===== config.mk =====
export PLATFORM = sky130hd
export DESIGN_NAME = cp0_unit
export DESIGN_NICKNAME = d
export VERILOG_FILES = /design/src/rtl/cp0_unit.sv
export SDC_FILE = /design/constraint.sdc
export NUM_CORES = 1
export LEC_CHECK = 0
export BUFFER_PORTS_ARGS = -buffer_cell sky130_fd_sc_hd__clkbuf_2
export CORE_MARGIN = 5
export CORE_UTILIZATION = 47
export DETAILED_ROUTE_END_ITERATION = 7
export PLACE_DENSITY = 0.83
export SLEW_MARGIN = 20
export SYNTH_ARGS = -nofsm -noshare
export SYNTH_HDL_FRONTEND = slang
export SYNTH_SLANG_ARGS = --single-unit

===== constraint.sdc =====
create_clock -name clk -period 2.9 [get_ports clk]
set_input_delay 0.58 -clock clk [delete_from_list [all_inputs] [get_ports clk]]
set_output_delay 0.58 -clock clk [all_outputs]
set_load 0.03 [all_outputs]

===== src/rtl/cp0_unit.sv =====
// cp0_unit: MIPS coprocessor 0 in the MEM stage.
// Holds SR, Cause, EPC and PRId. Decides between interrupts and exceptions and
// raises a single-cycle flush request. Also serves mfc0, mtc0 and eret.
module cp0_unit #(
    parameter logic [31:0] PRID = 32'h2022_0707
) (
    input  logic        clk,
    input  logic        reset,
    input  logic        en,
    input  logic [4:0]  cp0_addr,
    input  logic [31:0] cp0_wdata,
    output logic [31:0] cp0_rdata,
    input  logic [31:0] vpc,
    input  logic        bd_in,
    input  logic        adel_if,
    input  logic        ri,
    input  logic        syscall,
    input  logic        ov,
    input  logic        adel_ld,
    input  logic        ades,
    input  logic        exl_clr,
    input  logic [5:0]  hw_int,
    output logic        req,
    output logic [31:0] epc_out
);

    localparam logic [4:0] A_SR    = 5'd12;
    localparam logic [4:0] A_CAUSE = 5'd13;
    localparam logic [4:0] A_EPC   = 5'd14;
    localparam logic [4:0] A_PRID  = 5'd15;

    // Architectural state: only the implemented fields are stored.
    logic [5:0]  sr_im_q,  sr_im_d;
    logic        sr_exl_q, sr_exl_d;
    logic        sr_ie_q,  sr_ie_d;
    logic        cause_bd_q, cause_bd_d;
    logic [5:0]  cause_ip_q;
    logic [4:0]  cause_exc_q, cause_exc_d;
    logic [31:0] epc_q, epc_d;

    logic        exc_any;
    logic        int_req;
    logic        exc_req;
    logic [4:0]  exc_code;
    logic        wr_sr;
    logic        wr_epc;

    // Bits of the mtc0 data that map to no implemented field.
    logic unused_wdata;
    assign unused_wdata = ^{cp0_wdata[31:16], cp0_wdata[9:2]};

    // A bubble has every flag low, so it can never raise an exception.
    assign exc_any = adel_if | ri | syscall | ov | adel_ld | ades;
    assign int_req = (|(hw_int & sr_im_q)) & sr_ie_q & ~sr_exl_q;
    assign exc_req = exc_any & ~sr_exl_q;
    assign req     = int_req | exc_req;

    assign wr_sr   = en & ~req & (cp0_addr == A_SR);
    assign wr_epc  = en & ~req & (cp0_addr == A_EPC);
    assign epc_out = epc_q;

    // Select ExcCode: an interrupt takes precedence, then the fixed exception order.
    always_comb begin
        exc_code = 5'd0;
        if (int_req)      exc_code = 5'd0;
        else if (adel_if) exc_code = 5'd4;
        else if (ri)      exc_code = 5'd10;
        else if (syscall) exc_code = 5'd8;
        else if (ov)      exc_code = 5'd12;
        else if (adel_ld) exc_code = 5'd4;
        else if (ades)    exc_code = 5'd5;
    end

    // Next-state logic. A flush beats mtc0, and an mtc0 to SR beats eret.
    always_comb begin
        sr_im_d     = sr_im_q;
        sr_exl_d    = sr_exl_q;
        sr_ie_d     = sr_ie_q;
        cause_bd_d  = cause_bd_q;
        cause_exc_d = cause_exc_q;
        epc_d       = epc_q;
        if (req) begin
            sr_exl_d    = 1'b1;
            cause_exc_d = exc_code;
            cause_bd_d  = bd_in;
            epc_d       = bd_in ? (vpc - 32'd4) : vpc;
        end else begin
            if (wr_sr) begin
                sr_im_d  = cp0_wdata[15:10];
                sr_exl_d = cp0_wdata[1];
                sr_ie_d  = cp0_wdata[0];
            end else if (exl_clr) begin
                sr_exl_d = 1'b0;
            end
            if (wr_epc) epc_d = cp0_wdata;
        end
    end

    // Register update. Reset wins over a pending request. IP samples the interrupt lines every cycle.
    always_ff @(posedge clk) begin
        if (reset) begin
            sr_im_q     <= 6'd0;
            sr_exl_q    <= 1'b0;
            sr_ie_q     <= 1'b0;
            cause_bd_q  <= 1'b0;
            cause_ip_q  <= 6'd0;
            cause_exc_q <= 5'd0;
            epc_q       <= 32'd0;
        end else begin
            sr_im_q     <= sr_im_d;
            sr_exl_q    <= sr_exl_d;
            sr_ie_q     <= sr_ie_d;
            cause_bd_q  <= cause_bd_d;
            cause_ip_q  <= hw_int;
            cause_exc_q <= cause_exc_d;
            epc_q       <= epc_d;
        end
    end

    // mfc0 read port. It shows the register contents from before the edge and has no bypass.
    always_comb begin
        cp0_rdata = 32'd0;
        case (cp0_addr)
            A_SR:    cp0_rdata = {16'd0, sr_im_q, 8'd0, sr_exl_q, sr_ie_q};
            A_CAUSE: cp0_rdata = {cause_bd_q, 15'd0, cause_ip_q, 3'd0, cause_exc_q, 2'd0};
            A_EPC:   cp0_rdata = epc_q;
            A_PRID:  cp0_rdata = PRID;
            default: cp0_rdata = 32'd0;
        endcase
    end

endmodule

# Word-level counts from Yosys, hierarchy flattened
# Cells that the tools add are included.
dict set report classes {
  add_sub_neg 1
  eq_ne 4
  n_mux 14
  bitwise_logic 15
  n_reduce_logical 4
}
# operator n
set ops {}
lappend ops {{32-bit one-hot mux with 4 select lines} 1}
lappend ops {{32-bit 2-to-1 mux} 3}
lappend ops {{32-bit by 3-bit subtractor with 32-bit output, second input constant} 1}
lappend ops {{5-bit by 4-bit == test with 1-bit output, second input constant} 4}
lappend ops {{4-bit 2-to-1 mux} 5}
lappend ops {{1-bit bitwise AND} 6}
lappend ops {{6-bit bitwise AND} 1}
lappend ops {{3-bit 2-to-1 mux} 2}
lappend ops {{1-bit OR} 6}
lappend ops {{6-bit OR reduction} 1}
lappend ops {{1-bit 2-to-1 mux} 3}
lappend ops {{3-bit nonzero test} 1}
lappend ops {{1-bit NOT} 2}
lappend ops {{2-bit AND reduction} 1}
lappend ops {{2-bit nonzero test} 1}
dict set report word_totals {
  regBits 52
  in_bits 86
  output_inout_bits 65
  word_cells 45
}

# Depth between registers and ports, before layout
dict set report depth {
  word_depth 12
  mapped_depth 8
  depth_no_buf 7
}

# Worst setup path after synthesis
# OpenSTA, ideal clock, no wires.
dict set report synth_timing {
  path_kind {input to output}
  startpoint {in hw_int[0]}
  endpoint {out req}
  arrival_ns 1.978
  required_ns 2.320
  slack_ns 0.342
  path_stages 5
  path_buffers 1
  path_cell_list {a22oi_1 -> a311oi_1 -> nor2_1 -> clkinv_1 -> buf_1}
}
dict set report synth_between {
  elab_chain_cells 5
}
# item line_no
set synth_rtl {}
lappend synth_rtl {{start: declaration} 22} ;# input logic [5:0] hw_int,
lappend synth_rtl {{6-bit bitwise AND} 54} ;# assign int_req = (|(hw_int & sr_im_q)) & sr_ie_q & ~sr_exl_q;
lappend synth_rtl {{6-bit OR reduction} 54}
lappend synth_rtl {{1-bit bitwise AND (2 in series)} 54}
lappend synth_rtl {{1-bit OR} 56} ;# assign req = int_req | exc_req;
lappend synth_rtl {{end: declaration} 23} ;# output logic req,
# Every way passes these cells.

# Worst setup path in the final report
dict set report layout_timing {
  startpoint {reg sr_im_q[0]}
  endpoint {out req}
}
dict set report layout_between {
  elab_chain_cells 5
}
# item line_no
set layout_rtl {}
lappend layout_rtl {{start: declaration} 33} ;# logic [5:0] sr_im_q, sr_im_d;
lappend layout_rtl {{start signal: assignment} 110} ;# sr_im_q <= sr_im_d;
lappend layout_rtl {{6-bit bitwise AND} 54}
lappend layout_rtl {{6-bit OR reduction} 54}
lappend layout_rtl {{1-bit bitwise AND (2 in series)} 54}
lappend layout_rtl {{1-bit OR} 56}
# Every way passes these cells.

==> out/results.txt <==
Initial DRT Pass Iterations -> 4
Post-detailed-route DRC marker count -> 0
Synth area leaders -> dfxtp_1 (32%), nand2_1 (9.2%), nor2_1 (6.9%), xnor2_1 (5.6%), a311oi_1 (5.0%)
Design Area, Final -> 4104 µm²
Most frequent cell after synthesis -> nand2_1
Period utilisation layout -> 89.39%
Count of final max-slew check failures -> 0
Boundary Pins -> 151
Critical-path top delay cell -> a311oi_1
Post-CTS Setup Repair Bufs -> 0
Minimum clock period -> 2.592 ns
Critical path required time -> 2.32 ns
WL/cell -> 16.86 µm
Vias per std cell -> 5.777
Synth area leader -> dfxtp_1
Fin nets -> 649
CTS Root Cell -> clkbuf_8
Hold_ws -> 0.4662 ns
#FFs+latches synth -> 51
Die Span X -> 91.89 µm
H-Tree Depth -> 2
Crit path max fanout -> 4
Seq/Total Area, Yosys -> 32.39%
Slew @ Worst Pin -> 1.055 ns
Syn avg cell area -> 7.416 µm²
Initial core utilization -> 49.07%
Slew HR -> 29.67%
TritonCTS buffer count -> 5
Critical setup path kind -> reg -> out
Max Root-Sink Buffers -> 2
Yosys top cell area share -> 32.39%
Post-Route WL -> 10,790 µm
P_leak -> 1.851 nW
Clock Skews -> 0.01313 ns
Most frequent cells after synthesis -> nand2_1 (77), nor2_1 (58), dfxtp_1 (51)
Final setup violation count -> 0
Full die area -> 8444 µm²
Die Height -> 91.89 µm
Clock transition at the registers of the reported paths -> 0.10 ns
Hold Crit Class -> reg -> reg
Total Routing Usage GR -> 24.84%
Post-Synthesis Cells -> 425
Largest net degree at the start of global routing -> 52
Arrival @ worst endpoint -> 2.01 ns
Hold bufs inserted after CTS -> 0
RSZ-0062 raised after global routing -> no
Yosys warns -> 0
Final antenna-violating net count -> 0
Unique cell type count in the Yosys netlist -> 41
Number of global-route vias before repair -> 3,547
Number of antenna violations at the first check in global routing -> 0
Syn Std Cell Area -> 3152 µm²
Element type at the critical path end -> primary output
Pwr Density -> 428.5 nW/µm²
Final hold vios -> 0
Area after DPL -> 3989 µm²
Buffers on Ports -> 150
Cts repair resizes -> 0
Crit-path cells -> a22oi_1 -> a311oi_1 -> nor2_4 -> clkinv_1 -> clkbuf_2
Detail Placement HPWL -> 8214 µm
FFs w/ async S/R, synth -> 0%
Syn_nets -> 512
Status -> finished, final reports clean
Number of fill cells -> 570
Global-route wire length before repair -> 17,440 µm
1st-iter DRT viols -> 204
MaxCap Viol Count -> 0
CORE AREA -> 6422 µm²
Crit start category -> flip-flop
Setup_tns -> 0 ns
Power Total -> 1.758 mW
Worst vdd ir -> 209.7 µV
CP peak stage delay -> 0.82 ns
EDFF count, synth -> 0
Clock sink count -> 51
P&R area growth vs syn -> 30.21%
Grt ovf -> 0
Worst skew pair latency -> 0.31 ns
Ant diodes -> 0
Core Util, Final -> 63.90%
Row Count -> 29
Achievable Freq -> 0.3858 GHz
Vias -> 3,697
Post-synth top flop -> dfxtp_1
CTS tree -> built
Share of post-route cells with drive strength above 1 -> 33.75%
GPL Wtd Cong -> 0.8905
## area by class of cell
type	instances	area, µm²	share of cell area (%)
Multi-Input combinational cell	335	1983	48.32
Clock inverter	3	46.29	1.128
Tap cell	77	96.34	2.348
Inverter	8	30.03	0.7317
Timing Repair Buffer	161	858.3	20.91
Clock buffer	5	68.82	1.677
Sequential cell	51	1021	24.88
## where the power goes
part | switching, mW | total, mW | internal [mW]
clock network | 0.253 | 0.514 | 0.260
registers | 0.0405 | 0.793 | 0.753
logic | 0.288 | 0.451 | 0.164
total | 0.581 | 1.76 | 1.18
## per-layer routing
| metal | wire length, µm | track usage, % |
|---|---|---|
| met1 | 4692 | 34.02 |
| met2 | 5017 | 40.69 |
| met3 | 926 | 4.337 |
| met4 | 154 | 6.188 |
| met5 | 0 | 0 |
## sequential cells by signal, summed over array words and instances, names as in the netlist
register,flops
epc_out,32
cause_ip_q,6
sr_im_q,6
cause_exc_q,4
cause_bd_q,1
sr_exl_q,1
sr_ie_q,1
## metrics by stage
stage               cells  worst slack (ns)
detailed placement    632            0.2852
CTS                   640            0.3462
floorplan             425            0.3415
global route          640            0.2434
global placement      632            0.3486
finish                640            0.3077
## layout by cell type (no fill, tap or decap), types with 3 or more instances in the layout
master	netlist	layout
o21ai_0	6	6
a31o_2	12	12
nand4_1	3	3
clkbuf_8	0	5
xnor2_1	20	20
or3_1	4	4
a311oi_1	18	18
a22oi_1	7	7
nand3_1	5	5
xor2_1	5	5
dfxtp_1	51	51
and3_1	16	16
a31oi_1	3	3
nor2_1	58	57
a21oi_1	26	26
nor4_1	11	11
mux2i_1	12	12
nor3_1	15	15
inv_1	7	7
clkbuf_2	0	150
nand2_1	77	77
nor2b_1	10	10
buf_4	0	9
a31o_1	3	3
nand3b_1	4	4
## kinds of logic after synthesis
group / Yosys count / synth area share [%]
flip-flops: 51 / 32.39
adder cells (fa/ha/maj): 1 / 0.3969
multiplexers: 12 / 3.811
buffers and inverters: 39 / 4.922
XOR/XNOR: 25 / 6.947
AND/OR/NAND/NOR: 215 / 33.11
AO/OA/AOI/OAI: 82 / 18.42
## path summary, 6_finish.rpt
check | startpoint | to | slack [ns] | cells after the start
setup / recovery | sr_im_q[0] | req | 0.31 | 5
setup reg to reg | sr_im_q[0] | epc_out[31] | 0.64 | 6
hold / removal | cause_bd_q | cause_bd_q | 0.47 | 2
hold reg to reg | cause_bd_q | cause_bd_q | 0.47 | 2
## critical path: cells and delay by family (launching register included)
kind | cells | cell delay (ns)
buffers and inverters | 2 | 0.32
AND/OR/NAND/NOR | 1 | 0.09
AO/OA/AOI/OAI | 2 | 0.92
flip-flops | 1 | 0.38
Power figures use the tool's default switching activity.
